===== src/rtl/mux_rr_sched.sv =====
`default_nettype none
// ============================================================================
// Module   : mux_rr_sched
// Purpose  : N-channel, W-bit registered mux with round-robin arbitration and
//            valid/ready handshakes on every input channel and on the output.
//            Optional feature macro: MUX_RR_FORCE_EN (adds force_en/force_sel).
// Revision : 1.0 - initial release
// ============================================================================
module mux_rr_sched #(
    parameter int WIDTH = 8,
    parameter int NCH   = 4,
    parameter int SELW  = 2
) (
    input  logic                   clk,
    input  logic                   rst,
    input  logic [NCH*WIDTH-1:0]   in_data,
    input  logic [NCH-1:0]         in_valid,
    output logic [WIDTH-1:0]       out_data,
    output logic [SELW-1:0]        out_ch,
    output logic                   out_valid,
    input  logic                   out_ready,
`ifdef MUX_RR_FORCE_EN
    input  logic                   force_en,
    input  logic [SELW-1:0]        force_sel,
`endif
    output logic [NCH-1:0]         in_ready
);

    typedef enum logic [0:0] {
        EMPTY = 1'b0,
        FULL  = 1'b1
    } state_t;

    localparam logic [SELW:0]   C_NCH_EXT  = (SELW+1)'(NCH);
    localparam logic [SELW-1:0] C_LAST_CH  = SELW'(NCH - 1);

    state_t             state_q, state_d;
    logic [WIDTH-1:0]   data_q,  data_d;
    logic [SELW-1:0]    ch_q,    ch_d;
    logic [SELW-1:0]    ptr_q,   ptr_d;

    logic [NCH-1:0]     w_elig;
    logic               w_forced;
    logic               w_grant_found;
    logic [SELW-1:0]    w_grant_idx;
    logic               w_load_ok;
    logic               w_in_xfer;
    logic               w_out_xfer;

    // Channel index base+off, wrapped modulo NCH (not modulo 2^SELW).
    function automatic logic [SELW-1:0] wrap_add(input logic [SELW-1:0] base,
                                                 input int unsigned     off);
        logic [SELW:0] sum;
        sum = {1'b0, base} + (SELW+1)'(off);
        if (sum >= C_NCH_EXT) begin
            sum = sum - C_NCH_EXT;
        end
        return sum[SELW-1:0];
    endfunction

    // Eligible request mask.
`ifdef MUX_RR_FORCE_EN
    always_comb begin
        w_elig   = in_valid;
        w_forced = 1'b0;
        if (force_en) begin
            w_forced = 1'b1;
            w_elig   = '0;
            for (int k = 0; k < NCH; k++) begin
                if (force_sel == SELW'(k)) begin
                    w_elig[k] = in_valid[k];
                end
            end
        end
    end
`else
    always_comb begin
        w_elig   = in_valid;
        w_forced = 1'b0;
    end
`endif

    // Round-robin scan starting at ptr_q.
    always_comb begin
        w_grant_found = 1'b0;
        w_grant_idx   = '0;
        for (int i = 0; i < NCH; i++) begin
            if (!w_grant_found && w_elig[wrap_add(ptr_q, i)]) begin
                w_grant_found = 1'b1;
                w_grant_idx   = wrap_add(ptr_q, i);
            end
        end
    end

    assign w_load_ok  = (state_q == EMPTY) || out_ready;
    assign w_in_xfer  = w_grant_found && w_load_ok;
    assign w_out_xfer = (state_q == FULL) && out_ready;

    always_comb begin
        in_ready = '0;
        for (int k = 0; k < NCH; k++) begin
            in_ready[k] = w_in_xfer && (w_grant_idx == SELW'(k));
        end
    end

    always_comb begin
        state_d = state_q;
        data_d  = data_q;
        ch_d    = ch_q;
        ptr_d   = ptr_q;
        if (w_in_xfer) begin
            state_d = FULL;
            data_d  = in_data[w_grant_idx*WIDTH +: WIDTH];
            ch_d    = w_grant_idx;
            // Forced transfers leave the round-robin order untouched.
            if (!w_forced) begin
                ptr_d = (w_grant_idx == C_LAST_CH) ? '0 : w_grant_idx + 1'b1;
            end
        end else if (w_out_xfer) begin
            state_d = EMPTY;
        end
    end

    always_ff @(posedge clk) begin
        if (rst) begin
            state_q <= EMPTY;
            data_q  <= '0;
            ch_q    <= '0;
            ptr_q   <= '0;
        end else begin
            state_q <= state_d;
            data_q  <= data_d;
            ch_q    <= ch_d;
            ptr_q   <= ptr_d;
        end
    end

    assign out_valid = (state_q == FULL);
    assign out_data  = data_q;
    assign out_ch    = ch_q;

endmodule
`default_nettype wire

===== config.mk =====
export PLATFORM = sky130hd
export DESIGN_NAME = mux_rr_sched
export DESIGN_NICKNAME = d
export VERILOG_FILES = /design/src/rtl/mux_rr_sched.sv
export SDC_FILE = /design/constraint.sdc
export NUM_CORES = 1
export LEC_CHECK = 0
export BUFFER_PORTS_ARGS = -buffer_cell sky130_fd_sc_hd__buf_2
export CAP_MARGIN = 25
export CORE_ASPECT_RATIO = 1.1
export CORE_MARGIN = 2
export CORE_UTILIZATION = 46
export CTS_BUF_LIST = sky130_fd_sc_hd__clkbuf_4
export DETAILED_ROUTE_END_ITERATION = 8
export GPL_ROUTABILITY_DRIVEN = 1
export HOLD_SLACK_MARGIN = 0.12
export PLACE_DENSITY = 0.86
export SYNTH_ARGS = -nofsm -noshare
export SYNTH_HDL_FRONTEND = slang
export SYNTH_SLANG_ARGS = --single-unit

===== constraint.sdc =====
create_clock -name clk -period 2.6 [get_ports clk]
set_input_delay 0.13 -clock clk [delete_from_list [all_inputs] [get_ports clk]]
set_output_delay 0.13 -clock clk [all_outputs]
set_load 0.03 [all_outputs]

==> results of run 1 <==
-- synthesized netlist by cell type --
library cell	count
mux2i_1	17
dfxtp_1	13
a21oi_1	8
nand3b_1	8
nor2_1	8
o221ai_1	7
nand2_1	4
or3_1	4
buf_6	3
clkbuf_1	2
nand2b_1	2
a211oi_1	1
and2_1	1
buf_1	1
buf_12	1
inv_1	1
nor2b_1	1
nor3b_1	1
nor4_1	1
o21a_1	1
o21ai_0	1
o21bai_1	1
o221ai_2	1
o22a_2	1
o22ai_1	1
or2_2	1
xnor2_1	1
-- state kept, by name (all words and copies together) (netlist names) --
name and count:
out_data 8, out_ch 2, ptr_q 2, out_valid 1
-- tightest hold or removal path, delay by kind of cell --
family	cells	cell delay [ns]
AOI/OAI and AO/OA	1	0.11
buffers and inverters	1	0.08
muxes	1	0.07
-- per-stage QoR --
| step | instances | worst slack [ns] |
|---|---|---|
| floorplan | 92 | 0.9129 |
| global placement | 156 | 0.6578 |
| detailed placement | 156 | 0.5503 |
| CTS | 161 | 0.5438 |
| global route | 161 | 0.3947 |
| finish | 161 | 0.5493 |
-- cell families (layout without fill, tap and decap cells) --
group	Yosys count	after routing	synth area share
compound gates	22	22	0.1899
xor+xnor	1	1	0.01039
mux	17	17	0.2018
buf+inv	8	59	0.08160
flops	13	13	0.3086
simple gates	31	31	0.2077
-- cell usage in the layout (no fill, tap or decap) --
master         netlist  routed
mux2i_1             17      17
nand2_1              4       4
nor4_1               1       1
o22ai_1              1       1
or3_1                4       4
buf_2                0      53
dfxtp_1             13      13
nor3b_1              1       1
a21oi_1              8       8
inv_1                1       1
o21bai_1             1       1
nor2b_1              1       1
o21ai_0              1       1
nor2_1               8       8
o22a_2               1       1
or2_2                1       1
dlygate4sd3_1        0       1
xnor2_1              1       1
o221ai_1             7       7
and2_1               1       1
nand3b_1             8       8
clkbuf_4             0       4
o21a_1               1       1
nand2b_1             2       2
a211oi_1             1       1
o221ai_2             1       1
-- report_power, final --
group / leakage [nW] / switching, mW / total, mW / internal, mW
Combinational: 0.445 / 0.165 / 0.277 / 0.112
Clock: 0.0184 / 0.0709 / 0.141 / 0.0702
Sequential: 0.108 / 0.0191 / 0.247 / 0.228
-- timing repair --
action                     CTS  global route
hold buffers                 1             0
setup endpoints to repair    0             0
hold endpoints to repair     1             0
-- area by class of cell --
cell class	count	share of cell area
flip-flops and latches	13	0.2353
well taps	18	0.02036
clock buffers	4	0.02715
repair buffers	54	0.2489
inverters	1	0.003394
multi-input cells	71	0.4649
-- final timing paths --
path                      end  slack, ns         from  cells after the start
setup / recovery  out_data[5]       0.55     ptr_q[1]                      5
hold / removal    out_data[2]       0.13  in_data[26]                      3
setup reg to reg  out_data[5]       0.55     ptr_q[1]                      5
hold reg to reg     out_ch[0]       0.46    out_ch[0]                      2
-- per-layer routing --
layer,vias up,global-route usage,share of wire
li1,447,-,-
met1,399,0.2420,0.41
met5,-,0,0
met3,5,0.04074,0.092
met2,46,0.3382,0.47
met4,0,0.1127,0.022
==> results.py, run 1 <==
metrics = {
    "routing": {
        "num_vias": 897,
        "viasPerCell": 5.571,
        "postRouteAntennaNets": 0,
        "drc": 0,
        "drt-initial-drc-count": 20,
        "routed_wl_mm": 2.082,
        "wl_per_cell_um": 12.93,
        "first_pass_iters": 4,
    },
    "setup_path": {
        "path_delay_family": "simple AND/OR/NAND/NOR gates",
        "crit_chain": "mux2i_1 -> nor2_1 -> or3_1 -> mux2i_1 -> o221ai_1",
        "critPathKind": "register to register",
        "crit_buf_inv": 0,
        "cp.arrival_ns": 2.21,
        "endpoint_kind": "register",
        "cp_max_fo": 16,
        "critPathRequiredTime_ns": 2.75,
        "cpMostUsedCell": "mux2i_1",
        "critPathSlowestCell": "or3_1",
        "crit_path_max_incr_delay_ns": 0.70,
        "start_kind": "register",
    },
    "layout": {
        "fillers": 164,
        "area_growth_pct": 31.16,
        "regArea_sq_um": 260.3,
        "final_area_sq_um": 1106,
        "multi_input_area_sq_um": 514.2,
        "fin_nets": 183,
        "diodes": 0,
        "drive_above_1_share": 0.4196,
        "fin_util": 0.6278,
    },
    "power_and_ir_drop": {
        "p_per_area_nw_per_um2": 601.4,
        "ir_drop_uv": 269.1,
        "power_uw": 665.2,
        "leakage_nw": 0.5715,
    },
    "clock_tree": {
        "root_buffer": "clkbuf_4",
        "worstSkewPairLatency_ns": 0.29,
        "cts_tree": "yes",
        "clock-sinks": 13,
        "clk_pin_slew_worst_paths_ns": 0.08,
        "htree_levels": 1,
        "cts_made_buffers": 3,
        "cts_resized": 0,
        "clockBufferDepth": 2,
        "postCtsSetupBuffers": 0,
    },
    "outcome": {
        "status": "finished clean",
    },
    "place": {
        "io_buffers": 53,
        "placed_area_sq_um": 1066,
        "gp_congestion": 0.8719,
        "dp_hpwl_mm": 1.610,
    },
    "die": {
        "ioPinCount": 54,
        "start_util": 0.4787,
        "dieArea_sq_um": 2192,
        "coreArea_sq_um": 1762,
        "die_y_um": 48.91,
        "rows": 16,
        "die_x_um": 44.83,
    },
    "logic_synthesis": {
        "synth_cell_types": 27,
        "synth_fp_nets": 131,
        "ys_seq_elements": 13,
        "synth_top_area_share": 0.3086,
        "synthCells": 92,
        "yosysTopAreaCell": "dfxtp_1",
        "yosys-top-cells-area": "dfxtp_1 (31%), mux2i_1 (20%), o221ai_1 (7.3%)",
        "avgSynthCellArea_sq_um": 9.166,
        "ys_warn_count": 0,
        "yosysSeqAreaShare": 0.3086,
        "synth_area_sq_um": 843.3,
    },
    "global_route": {
        "overflow": 0,
        "grt_pass1_vias": 829,
        "grt_usage": 0.2057,
        "grt_max_degree": 17,
        "grt_first_pass_wirelength_mm": 3.401,
        "antenna_found_initial": 0,
    },
    "sta": {
        "setup_tns_ns": 0,
        "hold_viol": 0,
        "finalSetupViolations": 0,
        "max_freq_mhz": 487.6,
        "maxSlewHeadroom": 0.4441,
        "final_max_slew_viol_count": 0,
        "tightest_slew_ns": 0.8338,
        "whs_ns": 0.1322,
        "finalCritPeriodShare": 0.7887,
        "period_needed_ns": 2.051,
        "finClkSkew_ns": 0.002242,
        "rsz0062_at_grt": "no",
    },
    "hold_path": {
        "hp-class": "input port to register",
    },
    "flow_run": {
        "drv_cap": 0,
    },
}
Note: power is estimated with default switching activity, not from simulation.
==> inputs of run 2 (changes only) <==
Settings changed: CORE_UTILIZATION 46 to 43, PLACE_DENSITY 0.86 to 0.81.
Clock period 2.6 ns to 2.1 ns, I/O delays scaled along.
==> results.py, run 2 (synthesis gave the netlist of run 1 again) <==
metrics = {
    "outcome": {
        "status": "finished clean",
    },
    "setup_path": {
        "r2r_cells": 6,
        "crit_buf_inv": 1,
        "cp_max_fo": 7,
        "timing.reg2reg.setup_slack_ns": 0.24,
        "critPathSlowestCell": "dfxtp_1",
        "endpoint": "in_ready[3]",
        "crit_cells": 5,
        "timing.rr.end": "out_data[5]",
        "endpoint_kind": "output port",
        "path_delay_family": "simple AND/OR/NAND/NOR gates",
        "crit_path_max_incr_delay_ns": 0.47,
        "cp.arrival_ns": 1.91,
        "critPathLaunch": "ptr_q[1]",
        "critPathRequiredTime_ns": 2.00,
        "critPathKind": "register to output port",
        "worstReg2RegStart": "ptr_q[1]",
        "crit_chain": "mux2i_1 -> o21bai_1 -> or3_1 -> nor2_1 -> buf_2",
        "start_kind": "register",
    },
    "global_route": {
        "antenna_found_initial": 0,
        "grt_usage": 0.1863,
        "overflow": 0,
        "use_met1": 0.1926,
        "grt_first_pass_wirelength_mm": 3.208,
        "grtUsageMet3": 0.03237,
        "use_met2": 0.3356,
        "grt_max_degree": 17,
        "grt_pass1_vias": 826,
        "grt-busiest-layer": "met2",
    },
    "layout": {
        "largest_register_ffs": 8,
        "fin_nets": 184,
        "fillers": 166,
        "fin_util": 0.6174,
        "diodes": 0,
        "area_growth_pct": 33.38,
        "final_common_cell": "buf_2",
        "layout_common_cells": "buf_2 (53), mux2i_1 (17), dfxtp_1 (13)",
        "drive_above_1_share": 0.4236,
    },
    "power_and_ir_drop": {
        "ir_drop_uv": 353.8,
        "p_clk_frac": 0.200,
        "p_comb_frac": 0.425,
        "net-switching-power_uw": 308.5,
        "leakage_nw": 0.5761,
        "switching_share": 0.3772,
        "p_int_uw": 509.4,
        "p_per_area_nw_per_um2": 727.2,
        "power_uw": 818.0,
        "seq_power_share": 0.375,
    },
    "routing": {
        "wl_per_cell_um": 12.15,
        "drt-initial-drc-count": 7,
        "num_vias": 907,
        "drc": 0,
        "postRouteAntennaNets": 0,
        "routed_wl_mm": 2.078,
        "first_pass_iters": 4,
        "viasPerCell": 5.304,
    },
    "sta": {
        "period_needed_ns": 2.015,
        "setup_tns_ns": 0,
        "whs_ns": 0.1284,
        "tightest_slew_ns": 0.4147,
        "max_freq_mhz": 496.3,
        "final_max_slew_viol_count": 0,
        "maxSlewHeadroom": 0.7210,
        "setup_ws_ns": 0.08503,
        "finalCritPeriodShare": 0.9595,
        "hold_viol": 0,
        "finalSetupViolations": 0,
        "rsz0062_at_grt": "no",
        "finClkSkew_ns": 0.004726,
    },
    "clock_tree": {
        "clk_pin_slew_worst_paths_ns": 0.08,
        "cts_resized": 0,
        "root_buffer": "clkbuf_4",
        "worstSkewPairLatency_ns": 0.27,
        "cts_made_buffers": 3,
        "cts_tree": "yes",
        "clock-sinks": 13,
        "htree_levels": 1,
        "clockBufferDepth": 2,
    },
    "die": {
        "dieArea_sq_um": 2332,
        "start_util": 0.4629,
        "die_y_um": 50.45,
        "die_x_um": 46.23,
        "coreArea_sq_um": 1822,
        "ioPinCount": 54,
        "rows": 16,
    },
    "place": {
        "io_buffers": 53,
        "dp_hpwl_mm": 1.647,
        "dp_worst_setup_slack_ns": 0.2721,
        "gp_congestion": 0.8418,
    },
    "hold_path": {
        "hp-class": "input port to register",
        "worstHoldPathCells": 3,
    },
    "flow_run": {
        "drv_cap": 0,
    },
}
[run 2: changes by cell type in the layout (fill, tap and decap cells not counted)]
cell   previous run  this run
buf_4             0         1
[run 2: final cells by class]
type                            instances  area, sq um  area share
Multi-Input combinational cell         71        514.2      0.4572
Timing Repair Buffer                   55        282.8      0.2514
Sequential cell                        13        260.3      0.2314
Tap cell                               27        33.78     0.03003
Clock buffer                            4        30.03     0.02670
Inverter                                1        3.754    0.003337
[run 2: tightest hold or removal path, stage by stage]
cell and delay (ns):
buf_2 0.08, mux2i_1 0.07, o221ai_2 0.12
[run 2: how the worst min path moves through the flow]
stage	slack (ns)	end	start
floorplan	0.28	out_valid	out_ready
global placement	0.39	out_valid	out_ready
detailed placement	0.39	out_valid	out_ready
CTS	0.13	out_data[2]	in_data[26]
global route	0.14	out_data[2]	in_data[26]
finish	0.13	out_data[2]	in_data[26]
[run 2: stage by stage]
step                      cell area [sq um]  cells
after detailed placement               1085    166
final                                  1125    171
after floorplan                       843.3     92
after global placement                 1085    166
after CTS                              1125    171
after global routing                   1125    171
[run 2: layer usage]
layer / vias up / wire length (um) / part of all wire
met5: - / 0 / 0
met4: 0 / 44 / 0.021
met3: 7 / 163 / 0.078
met2: 44 / 1006 / 0.48
met1: 410 / 863 / 0.42
li1: 446 / - / -
[run 2: repair_timing]
item,in CTS,in global routing
endpoints found under the setup margin,0,0
buffers inserted,0,0
hold endpoints to repair,1,0
hold buffers,1,0
[run 2: power by group through the flow]
stage               Sequential, mW  Combinational (mW)  Clock, mW
floorplan                    0.363               0.218          0
global placement             0.310               0.339          0
detailed placement           0.311               0.348          0
CTS                          0.306               0.351      0.169
global route                 0.310               0.374      0.183
finish                       0.306               0.348      0.164
==> inputs of run 3 (changes only) <==
Settings changed: SETUP_SLACK_MARGIN from default to 0.3.
==> results.py, run 3 (synthesis gave the netlist of run 1 again) <==
metrics = {
    "setup_path": {
        "critPathKind": "register to output port",
        "cp_max_fo": 4,
        "critPathRequiredTime_ns": 2.00,
        "r2r_cells": 6,
        "worstReg2RegStart": "ptr_q[1]",
        "timing.reg2reg.setup_slack_ns": 0.37,
        "endpoint_kind": "output port",
        "timing.rr.end": "out_data[1]",
        "start_kind": "register",
        "cp.arrival_ns": 1.65,
    },
    "routing": {
        "drc": 0,
        "routed_wl_mm": 2.206,
        "viasPerCell": 5.329,
        "first_pass_iters": 4,
        "wl_per_cell_um": 12.75,
        "num_vias": 922,
        "postRouteAntennaNets": 0,
        "drt-initial-drc-count": 13,
    },
    "sta": {
        "setup_tns_ns": 0,
        "max_freq_mhz": 569.1,
        "finalCritPeriodShare": 0.8368,
        "tightest_slew_ns": 0.4173,
        "finClkSkew_ns": 0.004087,
        "finalSetupViolations": 0,
        "period_needed_ns": 1.757,
        "maxSlewHeadroom": 0.7192,
        "hold_viol": 0,
        "rsz0062_at_grt": "no",
        "final_max_slew_viol_count": 0,
    },
    "die": {
        "die_y_um": 50.45,
        "rows": 16,
        "ioPinCount": 54,
        "start_util": 0.4629,
        "dieArea_sq_um": 2332,
        "coreArea_sq_um": 1822,
        "die_x_um": 46.23,
    },
    "layout": {
        "final_area_sq_um": 1181,
        "fin_util": 0.6484,
        "layout_common_cells": "buf_2 (51), mux2i_1 (16), dfxtp_1 (12)",
        "fin_nets": 186,
        "drive_above_1_share": 0.4726,
        "instances_no_fill": 173,
        "area_growth_pct": 40.06,
        "final_common_cell": "buf_2",
        "largest_register_ffs": 8,
        "diodes": 0,
    },
    "clock_tree": {
        "clock-sinks": 13,
        "htree_levels": 1,
        "root_buffer": "clkbuf_4",
        "clockBufferDepth": 2,
        "cts_tree": "yes",
        "worstSkewPairLatency_ns": 0.27,
        "cts_made_buffers": 3,
        "clk_pin_slew_worst_paths_ns": 0.08,
    },
    "place": {
        "io_buffers": 53,
        "dp.cells": 166,
        "dp_hpwl_mm": 1.647,
        "gp_congestion": 0.8418,
        "placed_area_sq_um": 1085,
    },
    "global_route": {
        "grt_usage": 0.1983,
        "grt_pass1_vias": 846,
        "grt_first_pass_wirelength_mm": 3.415,
        "overflow": 0,
        "antenna_found_initial": 0,
        "grt_max_degree": 17,
    },
    "hold_path": {
        "worstHoldPathCells": 3,
        "hold_start": "in_data[26]",
        "min_to": "out_data[2]",
        "hp-class": "input port to register",
    },
    "power_and_ir_drop": {
        "leakage_nw": 0.5939,
        "ir_drop_uv": 356.5,
        "p_per_area_nw_per_um2": 722.8,
    },
    "flow_run": {
        "drv_cap": 0,
    },
    "outcome": {
        "status": "finished clean",
    },
}
-- run 3: cell types whose count changed in the layout (fill, tap and decap cells not counted), sizes merged --
cell and delta:
buf +2
-- run 3: how the worst max path moves through the flow --
stage / slack [ns] / end / from / cells after the start
2_1_floorplan: 0.41 / out_data[2] / ptr_q[1] / 8
3_3_place_gp: 0.37 / out_data[5] / ptr_q[1] / 5
3_5_place_dp: 0.27 / out_data[5] / ptr_q[1] / 6
4_1_cts: 0.30 / in_ready[3] / ptr_q[1] / 5
5_1_grt: 0.30 / out_data[0] / ptr_q[1] / 6
6_report: 0.34 / in_ready[3] / ptr_q[1] / 5
-- run 3: power breakdown --
group	internal (mW)	total, mW	leakage [nW]	switching [mW]
clock network	0.0865	0.164	0.0184	0.0775
registers	0.284	0.308	0.108	0.0244
logic	0.164	0.382	0.467	0.218
-- run 3: cell type report --
type / count / area, sq um
clock buffer: 4 / 30.03
inverter: 1 / 3.754
timing repair buffer: 57 / 306.5
sequential: 13 / 264.0
multi-input combinational: 71 / 543.0
fill: 159 / 640.6
tap: 27 / 33.78
-- run 3: stage by stage --
step | setup slack (ns) | hold WS [ns] | total power [mW]
detailed placement | 0.2721 | 0.3871 | 0.6593
finish | 0.3428 | 0.1269 | 0.8538
floorplan | 0.4129 | 0.2826 | 0.5810
global placement | 0.3698 | 0.3858 | 0.6488
CTS | 0.3039 | 0.1260 | 0.8468
global route | 0.3009 | 0.1407 | 0.9036
-- run 3: per-layer routing --
metal,vias to the layer above,GRT usage,wire [um],part of all wire
met5,-,0,0,0
met4,0,0.1048,61,0.028
met1,416,0.2057,899,0.41
met3,7,0.03237,175,0.079
li1,451,-,-,-
met2,48,0.3588,1070,0.49
-- run 3: worst max-delay path, stage by stage, from the launching register on --
cell	delay [ns]
dfxtp_4	0.38
mux2i_4	0.25
o21bai_2	0.11
or3_4	0.37
nor2_1	0.10
buf_4	0.16
-- run 3: timing repair --
action                     4_1_cts  5_1_grt
hold endpoints to repair         1        0
setup endpoints to repair       10       10
pin swaps                        1        2
setup buffers                    1        1
resized for setup                8        3
hold buffers                     1        0
gates cloned                     0        0
